**src/rtl/dcnt_timer.sv**
```systemverilog
// -----------------------------------------------------------------------------
// dcnt_timer
//
// Programmable down-counting timer with a prescaler, one-shot or periodic
// mode, and a sticky interrupt with an acknowledge handshake.
//
// A start loads the count value and snapshots the load value, prescale value
// and mode. While running, the count decrements once per prescaled tick (one
// tick every presc+1 cycles). A tick that finds the count already at zero is
// an expiry. In periodic mode an expiry reloads the count and the timer keeps
// running. In one-shot mode an expiry returns the timer to idle.
//
// Parameters
//   W   counter / load value width (W >= 2)
//   PW  prescaler width
//
// Ports
//   clk_i      clock; all state updates on the rising edge
//   rst_ni     asynchronous active-low reset
//   start_i    start or restart; snapshots load_i, presc_i and mode_i
//   stop_i     abort; returns to idle (has priority over start_i)
//   mode_i     0 = one-shot, 1 = periodic
//   load_i     start / reload value
//   presc_i    prescale value P; one tick every P+1 cycles
//   irq_ack_i  clears irq_o and overrun_o
//   cnt_o      current count value
//   busy_o     high while running
//   expire_o   one-cycle pulse per expiry
//   irq_o      sticky: an expiry is pending
//   overrun_o  sticky: an expiry occurred while irq_o was already pending
// -----------------------------------------------------------------------------
module dcnt_timer #(
  parameter int W  = 16,
  parameter int PW = 8
) (
  input  logic          clk_i,
  input  logic          rst_ni,
  input  logic          start_i,
  input  logic          stop_i,
  input  logic          mode_i,
  input  logic [W-1:0]  load_i,
  input  logic [PW-1:0] presc_i,
  input  logic          irq_ack_i,
  output logic [W-1:0]  cnt_o,
  output logic          busy_o,
  output logic          expire_o,
  output logic          irq_o,
  output logic          overrun_o
);

  localparam logic [0:0] ST_IDLE = 1'b0;
  localparam logic [0:0] ST_RUN  = 1'b1;

  localparam logic [W-1:0]  CNT_ZERO  = {W{1'b0}};
  localparam logic [PW-1:0] PCNT_ZERO = {PW{1'b0}};

  // Registered state
  logic [0:0]    state_r;
  logic [W-1:0]  cnt_r;
  logic [PW-1:0] pcnt_r;
  logic [W-1:0]  load_r;
  logic [PW-1:0] presc_r;
  logic          mode_r;
  logic          busy_r;
  logic          expire_r;
  logic          irq_r;
  logic          overrun_r;

  // Next-state values
  logic [0:0]    state_n_s;
  logic [W-1:0]  cnt_n_s;
  logic [PW-1:0] pcnt_n_s;
  logic [W-1:0]  load_n_s;
  logic [PW-1:0] presc_n_s;
  logic          mode_n_s;
  logic          irq_n_s;
  logic          overrun_n_s;

  // Event decode
  logic          tick_s;
  logic          expiry_s;
  logic          expiry_rec_s;

  // Tick and expiry decode from the current running state.
  always_comb begin
    tick_s   = (state_r == ST_RUN) && (pcnt_r == presc_r);
    expiry_s = tick_s && (cnt_r == CNT_ZERO);
    // A stop discards a coinciding expiry; a restart still records it.
    expiry_rec_s = expiry_s && !stop_i;
  end

  // Control FSM, count and prescaler next-state logic.
  always_comb begin
    state_n_s = state_r;
    cnt_n_s   = cnt_r;
    pcnt_n_s  = pcnt_r;
    load_n_s  = load_r;
    presc_n_s = presc_r;
    mode_n_s  = mode_r;

    case (state_r)
      ST_IDLE: begin
        if (stop_i) begin
          state_n_s = ST_IDLE;
        end else if (start_i) begin
          state_n_s = ST_RUN;
          cnt_n_s   = load_i;
          pcnt_n_s  = PCNT_ZERO;
          load_n_s  = load_i;
          presc_n_s = presc_i;
          mode_n_s  = mode_i;
        end else begin
          state_n_s = ST_IDLE;
        end
      end

      ST_RUN: begin
        if (stop_i) begin
          state_n_s = ST_IDLE;
          cnt_n_s   = CNT_ZERO;
          pcnt_n_s  = PCNT_ZERO;
        end else if (start_i) begin
          // Restart takes the count state even if an expiry coincides.
          state_n_s = ST_RUN;
          cnt_n_s   = load_i;
          pcnt_n_s  = PCNT_ZERO;
          load_n_s  = load_i;
          presc_n_s = presc_i;
          mode_n_s  = mode_i;
        end else if (tick_s) begin
          pcnt_n_s = PCNT_ZERO;
          if (cnt_r != CNT_ZERO) begin
            cnt_n_s = cnt_r - W'(1);
          end else if (mode_r) begin
            // Periodic reload: the reload value is shown immediately, so
            // there is no idle gap between periods.
            cnt_n_s = load_r;
          end else begin
            state_n_s = ST_IDLE;
            cnt_n_s   = CNT_ZERO;
          end
        end else begin
          pcnt_n_s = pcnt_r + PW'(1);
        end
      end

      default: begin
        state_n_s = ST_IDLE;
        cnt_n_s   = CNT_ZERO;
        pcnt_n_s  = PCNT_ZERO;
      end
    endcase
  end

  // Sticky interrupt and overrun flags; a set beats a same-cycle acknowledge.
  always_comb begin
    if (expiry_rec_s) begin
      irq_n_s = 1'b1;
    end else if (irq_ack_i) begin
      irq_n_s = 1'b0;
    end else begin
      irq_n_s = irq_r;
    end

    if (expiry_rec_s && irq_r && !irq_ack_i) begin
      overrun_n_s = 1'b1;
    end else if (irq_ack_i) begin
      overrun_n_s = 1'b0;
    end else begin
      overrun_n_s = overrun_r;
    end
  end

  // State and output registers with asynchronous reset.
  always_ff @(posedge clk_i or negedge rst_ni) begin
    if (!rst_ni) begin
      state_r   <= ST_IDLE;
      cnt_r     <= CNT_ZERO;
      pcnt_r    <= PCNT_ZERO;
      load_r    <= CNT_ZERO;
      presc_r   <= PCNT_ZERO;
      mode_r    <= 1'b0;
      busy_r    <= 1'b0;
      expire_r  <= 1'b0;
      irq_r     <= 1'b0;
      overrun_r <= 1'b0;
    end else begin
      state_r   <= state_n_s;
      cnt_r     <= cnt_n_s;
      pcnt_r    <= pcnt_n_s;
      load_r    <= load_n_s;
      presc_r   <= presc_n_s;
      mode_r    <= mode_n_s;
      busy_r    <= (state_n_s == ST_RUN);
      expire_r  <= expiry_rec_s;
      irq_r     <= irq_n_s;
      overrun_r <= overrun_n_s;
    end
  end

  assign cnt_o     = cnt_r;
  assign busy_o    = busy_r;
  assign expire_o  = expire_r;
  assign irq_o     = irq_r;
  assign overrun_o = overrun_r;

endmodule

```
**config.mk**
```make
export PLATFORM = sky130hd
export DESIGN_NAME = dcnt_timer
export DESIGN_NICKNAME = d
export VERILOG_FILES = /design/src/rtl/dcnt_timer.sv
export SDC_FILE = /design/constraint.sdc
export NUM_CORES = 1
export LEC_CHECK = 0
export ABC_AREA = 1
export CAP_MARGIN = 15
export CORE_MARGIN = 1
export CORE_UTILIZATION = 40
export CTS_CLUSTER_DIAMETER = 150
export CTS_CLUSTER_SIZE = 40
export DETAILED_ROUTE_END_ITERATION = 16
export GPL_TIMING_DRIVEN = 0
export PLACE_DENSITY = 0.63
export SLEW_MARGIN = 20
export SYNTH_ARGS = -nofsm -noshare
export SYNTH_HDL_FRONTEND = slang
export SYNTH_SLANG_ARGS = --single-unit
```
**constraint.sdc**
```tcl
create_clock -name clk_i -period 4.53 [get_ports clk_i]
set_input_delay 0.906 -clock clk_i [delete_from_list [all_inputs] [get_ports clk_i]]
set_output_delay 0.906 -clock clk_i [all_outputs]
set_load 0.1 [all_outputs]
```
==> results.yml <==
timing:
  period_share: 0.6451
  tns_ns: 0
  fmax_mhz: 342.2
  relSlewSlack: 0.3452
  rsz0062_at_grt: "no"
  hold_violations: 0
  fin_skew_ns: 0.01179
  maxSlewViolCount: 0
  worst_pin_slew_ns: 0.9792
  setup_viol: 0
  min_period_ns: 2.922
route:
  wl_per_cell_um: 13.06
  drcViolationCount: 0
  drtIter0Drc: 122
  firstDrtPassIters: 4
  viasPerCell: 4.691
  routed-via-count: 2852
  ant_nets: 0
  routed_wl_mm: 7.940
pwr:
  switchingPower_uw: 567.9
  switching_share: 0.4197
  p_int_uw: 785.1
  seq_power_share: 0.426
  ir_drop_mv: 0.1266
  clkPwrFrac: 0.207
  p_leak_uw: 0.002081
  powerDensity_mw_per_mm2: 341.8
  p_comb_frac: 0.368
critical_path:
  crit_family: "buffers and inverters"
  crit_path_start_kind: "flip-flop"
  crit_required_ns: 3.62
  cp_max_fo: 6
  critPathCaptureType: "output pin"
  criticalPathCategory: "flip-flop to output pin"
  slowest_stage: "clkdlybuf4s50_1"
  arrival_ns: 2.02
  crit_path_max_incr_delay_ns: 1.19
  cp_cell_sequence: "clkdlybuf4s50_1"
  critPathBufInv: 1
cts:
  cts_tree: "done"
  numCtsBuffers: 5
  cts_sinks: 53
  cts.htree.levels: 2
  hold_buffers: 0
  cts-root-buf: "clkbuf_8"
  cts_setup_buffers: 0
  clk_path_buf_depth: 2
  cts-resized-gates: 0
  clkTransAtPathRegs_ns: 0.10
  insertion_delay_ns: 0.32
placed_design:
  place_area_mm2: 0.003872
  hpwl_mm: 5.696
  gp_congestion: 0.8957
  io_buffers: 49
synthesis:
  ys_ff_latch: 53
  synth_top_area_cell: "dfrtp_1"
  synth_area_leaders: "dfrtp_1 (41%), nand2_1 (19%), inv_1 (5.8%), nor2_1 (4.7%), nand3_2 (3.4%)"
  synthArstFlopShare: 1.000
  avgSynthCellArea_um2: 7.254
  synth_seq_area_share: 0.4072
  netlist_area_mm2: 0.003257
  synth_top_area_share: 0.4072
  yosys-top-cells-count: "nand2_1 (169), dfrtp_1 (53), inv_1 (50), nor2_1 (41), nand3_1 (18)"
  ys.flop_type: "dfrtp_1"
  synth_most_common_cell: "nand2_1"
  synth.distinct_cells: 30
  syn_nets: 482
  synth_cells: 449
  synth_edf_count: 0
  yosysWarnings: 0
job:
  cap_violations: 0
global_routing:
  antenna_found_initial: 0
  track_usage: 0.2081
  grt_pass1_vias: 2846
  grt-ovfl-total: 0
  grt_pass1_wl_mm: 13.86
  grt_start_max_net_pins: 54
floorplan:
  row_count: 32
  die_x_um: 92.24
  coreArea_mm2: 0.007807
  start_util: 0.4171
  design.die.area_mm2: 0.008507
  ios: 50
  die_h_um: 92.24
final_layout:
  nets: 538
  finalInstanceArea_mm2: 0.003959
  layout-drive-gt1-share: 0.1126
  post-route-util: 0.5071
  num-fill-cells: 815
  diodes: 0
  area_growth_pct: 21.55
status:
  outcome: "completed"
worst_hold_path:
  min_path_type: "flip-flop to flip-flop"
==> metal layers <==
metal,vias up,global-route usage,part of all wire
met1,1293,0.2994,0.50
met3,7,0.02902,0.050
met2,60,0.3246,0.44
li1,1492,-,-
met5,-,0,0
met4,0,0.05990,0.010
==> state kept, by name, indices dropped and copies added (netlist names) <==
signal and count:
cnt_o 16, busy_o 1, mode_r 1, expire_o 1, irq_o 1, presc_r 8, overrun_o 1, load_r 16
pcnt_r 8
==> final timing paths <==
check	start	to	slack (ns)	cells after the start
max	cnt_o[5]$_DFFE_PN0P_	cnt_o[5]	1.61	1
min	load_r[3]$_DFFE_PN0P_	load_r[3]$_DFFE_PN0P_	0.48	2
max reg2reg	cnt_o[0]$_DFFE_PN0P_	cnt_o[0]$_DFFE_PN0P_	2.76	11
min reg2reg	load_r[3]$_DFFE_PN0P_	load_r[3]$_DFFE_PN0P_	0.48	2
max in group asynchronous	rst_ni	load_r[11]$_DFFE_PN0P_	3.44	1
min in group asynchronous	rst_ni	presc_r[0]$_DFFE_PN0P_	0.61	1
==> layout make-up <==
cell class,instances,area (um2),share of cell area
inverter,53,198.9,0.05025
sequential,53,1326,0.3350
buffer,11,76.32,0.01928
clock inverter,3,17.52,0.004425
timing repair buffer,49,488.0,0.1233
multi-input combinational,332,1655,0.4181
tap,102,127.6,0.03224
clock buffer,5,68.82,0.01738
==> power groups by stage <==
stage	Sequential (uW)	Clock, uW	Combinational [uW]
floorplan	712	0	231
global placement	583	0	493
detailed placement	584	0	499
CTS	575	288	500
global route	584	303	549
finish	576	280	497
==> placed cells by master (no fill, tap or decap) <==
master and count:
o21ai_1 5, nor3_1 3, buf_4 1, nand2_1 169, nand3_2 11, buf_2 3
nor3_4 1, o22ai_1 3, a21oi_4 1, clkinv_2 2, nand2_2 12, nand2_8 2
ha_1 3, o21ai_0 17, nor3b_1 1, o2bb2ai_1 1, nand2_4 1, nand4_1 1
buf_12 1, clkbuf_1 5, buf_6 2, nor2_1 41, a21oi_1 12, nor2_2 10
xor2_1 12, xnor2_2 1, clkbuf_8 5, clkinvlp_4 1, xnor2_1 6, nand3_1 18
dfrtp_1 53, inv_2 3, a21boi_0 1, inv_1 50, clkdlybuf4s50_1 48
==> stage by stage <==
step	total power [uW]	worst slack, ns	std cells	hold WS (ns)
finish	1353	1.608	608	0.4817
global route	1436	1.563	608	0.5100
CTS	1363	1.607	608	0.4867
global placement	1076	0.8561	600	0.4534
detailed placement	1083	1.823	600	0.4591
floorplan	942.9	2.375	449	0.4417
==> kinds of logic after synthesis <==
logic type / count (synthesis) / share of synthesized area
flops: 53 / 0.4072
simple gates: 270 / 0.3753
buf+inv: 64 / 0.08452
xor+xnor: 19 / 0.05340
fa+ha+maj: 3 / 0.01153
compound gates: 40 / 0.06800
Power figures use the tool's default switching activity.
